### src/rtl/seq_signed_divider_pkg.sv
// Shared definitions for the sequential signed divider: FSM state encodings and
// the iteration-counter width helper.
package seq_signed_divider_pkg;

    localparam logic [1:0] S_IDLE = 2'd0;
    localparam logic [1:0] S_CALC = 2'd1;
    localparam logic [1:0] S_FIX  = 2'd2;

    function automatic int cnt_width(input int wl);
        return (wl > 1) ? $clog2(wl) : 1;
    endfunction

endpackage

### src/rtl/div_restore_step.sv
// One restoring shift-subtract iteration on unsigned magnitudes: produces one
// quotient bit and the updated partial remainder.
module div_restore_step #(
    parameter int WL = 16
) (
    input  logic [WL-1:0] rem,
    input  logic [WL-1:0] quo,
    input  logic [WL-1:0] dvs,
    output logic [WL-1:0] rem_nxt,
    output logic [WL-1:0] quo_nxt
);

    logic [WL:0]   rem_sh;
    logic [WL-1:0] trial;
    logic          fits;

    assign rem_sh  = {rem, quo[WL-1]};
    // Partial remainder stays below the divisor, so a successful trial fits WL bits.
    assign trial   = rem_sh[WL-1:0] - dvs;
    assign fits    = (rem_sh >= {1'b0, dvs});
    assign rem_nxt = fits ? trial : rem_sh[WL-1:0];
    assign quo_nxt = {quo[WL-2:0], fits};

endmodule

### src/rtl/seq_signed_divider.sv
// Multi-cycle signed divider (truncating toward zero) with start/busy/done handshake;
// one restoring step per clock on operand magnitudes, sign fix-up in a final cycle.
module seq_signed_divider
    import seq_signed_divider_pkg::*;
#(
    parameter int WL = 16
) (
    input  logic                 clk,
    input  logic                 rst_n,
    input  logic                 start,
    input  logic signed [WL-1:0] dividend,
    input  logic signed [WL-1:0] divisor,
    output logic                 busy,
    output logic                 done,
    output logic signed [WL-1:0] quotient,
    output logic signed [WL-1:0] remainder,
    output logic                 div_by_zero,
    output logic                 overflow
);

    localparam int            CNT_W    = cnt_width(WL);
    localparam logic [WL-1:0] MOST_NEG = {1'b1, {(WL-1){1'b0}}};

    logic [1:0]       state;
    logic [CNT_W-1:0] cnt;
    logic [WL-1:0]    rem_q, quo_q, dvs_q;
    logic [WL-1:0]    rem_nxt, quo_nxt;
    logic             sign_a, sign_b, zero_q, ovf_q;
    logic             accept;

    function automatic logic [WL-1:0] neg(input logic [WL-1:0] x);
        return ~x + WL'(1);
    endfunction

    // Magnitude of the most-negative value wraps to 2^(WL-1), which is exact as unsigned.
    function automatic logic [WL-1:0] mag(input logic signed [WL-1:0] x);
        return x[WL-1] ? neg(x) : x;
    endfunction

    assign accept = (state == S_IDLE) && start;

    div_restore_step #(.WL(WL)) u_step (
        .rem     (rem_q),
        .quo     (quo_q),
        .dvs     (dvs_q),
        .rem_nxt (rem_nxt),
        .quo_nxt (quo_nxt)
    );

    // Operand capture and iteration datapath
    always_ff @(posedge clk) begin
        if (accept) begin
            rem_q  <= '0;
            quo_q  <= mag(dividend);
            dvs_q  <= mag(divisor);
            sign_a <= dividend[WL-1];
            sign_b <= divisor[WL-1];
            zero_q <= (divisor == '0);
            ovf_q  <= (dividend == MOST_NEG) && (divisor == '1);
        end else if (state == S_CALC) begin
            rem_q <= rem_nxt;
            quo_q <= quo_nxt;
        end
    end

    // Control FSM and result registers
    always_ff @(posedge clk or negedge rst_n) begin
        if (!rst_n) begin
            state       <= S_IDLE;
            cnt         <= '0;
            busy        <= 1'b0;
            done        <= 1'b0;
            quotient    <= '0;
            remainder   <= '0;
            div_by_zero <= 1'b0;
            overflow    <= 1'b0;
        end else begin
            done <= 1'b0;
            case (state)
                S_IDLE: begin
                    if (start) begin
                        state       <= S_CALC;
                        cnt         <= CNT_W'(WL - 1);
                        busy        <= 1'b1;
                        div_by_zero <= 1'b0;
                        overflow    <= 1'b0;
                    end
                end
                S_CALC: begin
                    cnt <= cnt - CNT_W'(1);
                    if (cnt == '0) state <= S_FIX;
                end
                S_FIX: begin
                    state       <= S_IDLE;
                    busy        <= 1'b0;
                    done        <= 1'b1;
                    quotient    <= zero_q ? '1 : ((sign_a ^ sign_b) ? neg(quo_q) : quo_q);
                    remainder   <= sign_a ? neg(rem_q) : rem_q;
                    div_by_zero <= zero_q;
                    overflow    <= ovf_q;
                end
                default: state <= S_IDLE;
            endcase
        end
    end

endmodule

### config.mk
export PLATFORM = sky130hd
export DESIGN_NAME = seq_signed_divider
export DESIGN_NICKNAME = d
export VERILOG_FILES = /design/src/rtl/seq_signed_divider_pkg.sv /design/src/rtl/div_restore_step.sv /design/src/rtl/seq_signed_divider.sv
export SDC_FILE = /design/constraint.sdc
export NUM_CORES = 1
export LEC_CHECK = 0
export CAP_MARGIN = 15
export CORE_MARGIN = 8
export CORE_UTILIZATION = 58
export CTS_BUF_LIST = sky130_fd_sc_hd__clkbuf_4 sky130_fd_sc_hd__clkbuf_8
export CTS_CLUSTER_SIZE = 25
export DETAILED_ROUTE_END_ITERATION = 7
export PLACE_DENSITY = 0.93
export SYNTH_ARGS = -nofsm -noshare
export SYNTH_HDL_FRONTEND = slang
export SYNTH_SLANG_ARGS = --single-unit
### constraint.sdc
create_clock -name clk -period 3.7 [get_ports clk]
set_clock_uncertainty 0.2 [all_clocks]
set_input_delay 0.555 -clock clk [delete_from_list [all_inputs] [get_ports clk]]
set_output_delay 0.555 -clock clk [all_outputs]
set_load 0.1 [all_outputs]
### Yosys cells after proc, flatten, opt, wreduce, memory -nomap -nowiden

Index checks and enable logic that the tools add are counted.

* add/sub/neg operators: 6
* order comparisons: 1
* equal/unequal tests: 6
* multiplexer cells: 19
* bitwise operators: 5
* reductions and logical operators: 11

Operators by type and width (count)
* $mux W16: 7
* $add A16 B1 Y16 const B: 4
* $not A16 Y16: 4
* $eq A16 B16 Y1 const B: 2
* $ge A17 B16 Y1: 1
* $logic_not A16 Y1: 1
* $sub A16 B16 Y16: 1
* $mux W15: 1
* $pmux W4 S2: 1
* $pmux W1 S2: 3
* $reduce_and A2 Y1: 3
* $reduce_bool A2 Y1: 3
* $logic_not A4 Y1: 1
* $mux W2: 2
* $mux W4: 1
* $pmux W2 S2: 1
* $sub A4 B1 Y4 const B: 1
* $mux W1: 3
* $eq A2 B1 Y1 const B: 1
* $eq A2 B2 Y1 const B: 1
* $logic_and A1 B1 Y1: 2
* $logic_not A2 Y1: 1
* $ne A2 B1 Y1 const B: 1
* $ne A2 B2 Y1 const B: 1
* $xor A1 B1 Y1: 1

* bits in registers: 94
* output and inout port bits: 36
* word-level logic and storage cells: 64

### Longest topological paths before layout

* word-level depth: 4
* gate-level depth with buffers: 11
* gate-level depth less buffers: 11

### Modules after synthesis

A second synthesis with hierarchy kept.

* cells, all modules: 657
* area, all modules: 6048.3 µm²

By module, submodules not included
* seq_signed_divider: times used 1, cells each 485, area each 4763.3 µm²
* div_restore_step: times used 1, cells each 172, area each 1285.0 µm²

### Least setup slack after synthesis

No wires, ideal clock.

* path kind: reg-to-reg
* from: register quo_q[15]
* to: register rem_q[14]
* arrival: 2.310 ns
* required time: 3.368 ns
* path slack: 1.058 ns
* stages on the path, launching flop included: 12
* buffers on the path: 0
* period minus slack after synthesis: 2.642 ns
* path through: edfxtp_1 -> inv_1 -> ha_1 -> inv_1 -> fa_1 -> a211oi_1 -> o21bai_1 -> a221oi_1 -> o21ai_0 -> a21oi_1 -> xor2_1 -> o21ai_0

* longest elaborated chain between the ends: 2
* elaborated cells on any way between the ends: 3
* classes of those cells: 1 x add/sub; 1 x order compare; 1 x mux

Ends and longest elaborated chain
* start, declared: line seq_signed_divider.sv:26 `logic [WL-1:0] rem_q, quo_q, dvs_q;`
* start signal, assigned: line seq_signed_divider.sv:54 `quo_q <= mag(dividend);`
* start signal, assigned: line seq_signed_divider.sv:62 `quo_q <= quo_nxt;`
* $sub A16 B16 Y16 / $ge A17 B16 Y1 (equally long branches): line div_restore_step.sv:19, div_restore_step.sv:20
* $mux W16 (*): line div_restore_step.sv:21 `assign rem_nxt = fits ? trial : rem_sh[WL-1:0];`
* end signal, assigned: line seq_signed_divider.sv:61 `rem_q <= rem_nxt;`
* end, declared: line seq_signed_divider.sv:26

Mark *: on every way between the ends. The rest lies on a longest branch, timed or not.
A chain may end at the register's enable or synchronous reset.

### Worst setup path after layout

Same ends and word-level chain as after synthesis.

==> reports/results.tsv <==
stage	metric	value	unit
outcome	outcome	finished, final reports clean	
logic_synthesis	synth_compound_area_share	18.1	%
routing	route.vias.total	4698	
layout	syn_to_final_growth	18.3	%
setup_path	worstSetupStartpointType	flop	
clock_network	cts.clk_slew.worst_paths	0.09	ns
global_route	grt_pass1_wl	21400	µm
floorplanning	rows	35	
setup_path	r2r_start	quo_q[15]$_DFFE_PP_	
logic_synthesis	synth_flop_cell	dfrtp_1	
timing	max_freq	325	MHz
floorplanning	ios	71	
clock_network	clock_path_buffers	2	
timing	hold_viol	0	
clock_network	hold_buffers	0	
logic_synthesis	mappedNetlistNets	647	
floorplanning	initial_core_util	59.7	%
placement	gp_congestion	0.932	
setup_path	cp_max_fo	3	
setup_path	slowest_delay	0.56	ns
setup_path	crit_type	flop to flop	
setup_path	r2r_cells	11	
clock_network	cts_sinks	94	
logic_synthesis	synthAdderAreaFrac	5.38	%
timing	grt_setup_unrepaired	false	
layout	drive_gt1_share	4.24	%
logic_synthesis	synth_edf_count	36	
clock_network	post_cts_buffers	0	
timing	worst_pin_slew	0.990	ns
setup_path	cp.buffers_inverters	2	
setup_path	crit_arrival	3.12	ns
setup_path	endpoint_kind	flop	
routing	first_iter_violations	531	
logic_synthesis	syn_area	5490	µm²
timing	max_slew_margin	33.8	%
layout	final_util	70.7	%
timing	post-route-min-period	3.07	ns
logic_synthesis	postSynthAreaPerCell	9.32	µm²
clock_network	cts_tree	built	
global_route	antenna_found_initial	0	
setup_path	cp.required	3.75	ns
global_route	grt_usage	20.3	%
setup_path	worst-path-stages	11	
clock_network	htreeDepth	3	
layout	num_antenna_cells	0	
global_route	grt_max_degree	43	
timing	setup_viol	0	
clock_network	cts_inserted_buffers	9	
routing	wl	12800	µm
timing	timing.final.crit_share	83.1	%
clock_network	cts_resized	0	
logic_synthesis	synth_seq_cells	94	
logic_synthesis	synthMuxAreaShare	2.37	%
logic_synthesis	synth_top_family_by_area	compound AO/OA/AOI/OAI gates	
logic_synthesis	yosysWarnings	0	
routing	vias_per_cell	6.09	
floorplanning	die_x	113	µm
clock_network	clk_latency	0.37	ns
clock_network	root_buffer	clkbuf_8	
logic_synthesis	yosys.cell_types.count	57	
timing	totalNegativeSetupSlack	0	ns
logic_synthesis	yosysTopAreaCellShare	19.7	%
routing	ant_nets	0	
logic_synthesis	synth_xor_area_share	10.7	%
routing	drtPass1Iterations	5	
logic_synthesis	yosysSeqAreaShare	44.7	%
floorplanning	die_h	113	µm
logic_synthesis	synth_cells	589	
flow_run	maxCapViolCount	0	
logic_synthesis	synthSimpleGateAreaFrac	14.8	%
timing	drv_slew	0	
routing	wl_per_cell	16.6	µm
logic_synthesis	ys_top_cells_by_area	edfxtp_1, dfrtp_1, dfxtp_1	
setup_path	cp-startpoint	quo_q[15]$_DFFE_PP_	
floorplanning	dieArea	12800	µm²
layout	nNetsFinal	714	
setup_path	cp_cell_sequence	inv_1 -> ha_1 -> inv_1 -> fa_1 -> a211oi_1 -> o21bai_1 -> a221oi_1 -> o21ai_0 -> a21oi_1 -> xor2_1 -> o21ai_0	
floorplanning	core	9200	µm²
placement	port_buffers	70	
setup_path	crit_family	compound AO/OA/AOI/OAI gates	
logic_synthesis	synth-async-reset-ratio	44.7	%
logic_synthesis	synth.largest_area_cell	edfxtp_1	
routing	route.detailed.drc	0	
worst_hold_path	hold_path_class	input pin to asynchronous set/reset pin	
global_route	grt_pass1_vias	4413	
placement	hpwl	9800	µm
global_route	globalRouteOverflowTotal	0	
setup_path	slowest_stage	a221oi_1	
-- per-layer routing --
layer,routed length (µm),global-route usage [%]
met5,0,0
met4,251,8.35
met3,962,4.10
met2,5940,31.2
met1,5650,27.4
-- registers in the layout, indices dropped and copies added, names as in the netlist, 2 cells and up --
signal,flops
dvs_q,16
quo_q,16
rem_q,16
state,2
quotient,16
cnt,4
remainder,16
-- layout make-up --
cell class / count / area (µm²)
fillers: 660 / 2700
clock inverters: 4 / 78.8
well taps: 111 / 139
multi-input cells: 441 / 2820
flip-flops and latches: 94 / 2450
clock buffers: 12 / 153
inverters: 37 / 139
repair buffers: 73 / 718
-- cells by family after synthesis --
group | count (synthesis)
compound gates | 165
xor+xnor | 67
fa+ha+maj | 23
buf+inv | 54
flops | 94
mux | 13
simple gates | 173
-- cells in the mapped netlist, types with 4 or more instances --
cell type  number
a21o_1          4
nand2_1        69
xnor2_1        32
xor2_1         35
nor4_1          4
a21oi_1        42
nor3_1         12
a32oi_1         5
nor2_1         44
mux2i_1        13
nand3_1         7
o21ai_0        64
or3_1           5
inv_1          35
nand4_1         4
nand2b_1        6
clkbuf_1       14
o41ai_1         8
dfrtp_1        42
o31ai_1        13
edfxtp_1       36
dfxtp_1        16
ha_1           22
or4_1           6
-- final timing paths --
kind                                              to  slack, ns
min in group clk            remainder[7]$_DFFE_PN0P_       0.29
max                           rem_q[14]$_SDFFE_PP0P_       0.63
max reg2reg                   rem_q[14]$_SDFFE_PP0P_       0.63
max in group asynchronous   remainder[0]$_DFFE_PN0P_       2.62
min reg2reg                 remainder[7]$_DFFE_PN0P_       0.29
min                        remainder[12]$_DFFE_PN0P_       0.10
-- through the flow --
| step | hold WS (ns) | area, µm² | setup slack, ns | cells |
|---|---|---|---|---|
| floorplan | 0.0594 | 5490 | 1.06 | 589 |
| global placement | 0.263 | 6270 | 0.666 | 756 |
| detailed placement | 0.272 | 6270 | 0.546 | 756 |
| CTS | 0.126 | 6500 | 0.691 | 772 |
| global route | 0.172 | 6500 | 0.515 | 772 |
| finish | 0.101 | 6500 | 0.625 | 772 |
-- cells in the final DEF, fill, tap and decap left out, drive strengths merged, types with 2 or more instances in the layout --
cell,count
nor3,12
clkdlybuf4s50,69
mux2i,13
xor2,35
o21bai,3
dfrtp,42
a21oi,42
ha,22
a31oi,3
nand3,7
a211oi,2
edfxtp,36
nand3b,2
and2,2
nand4,4
xnor2,32
or3,5
a22o,3
clkbuf,12
o21ai,69
nand2b,6
nor4,4
bufinv,2
or4,7
a32oi,5
a21o,4
buf,4
nand2,69
o31ai,13
o41ai,8
o21a,2
clkinv,2
nor2,45
nor2b,3
inv,36
dfxtp,16
o211ai,3
Power is left out: the tool's default activity adds up to more than one toggle a clock period on the data nets, which glitch-free logic cannot reach.
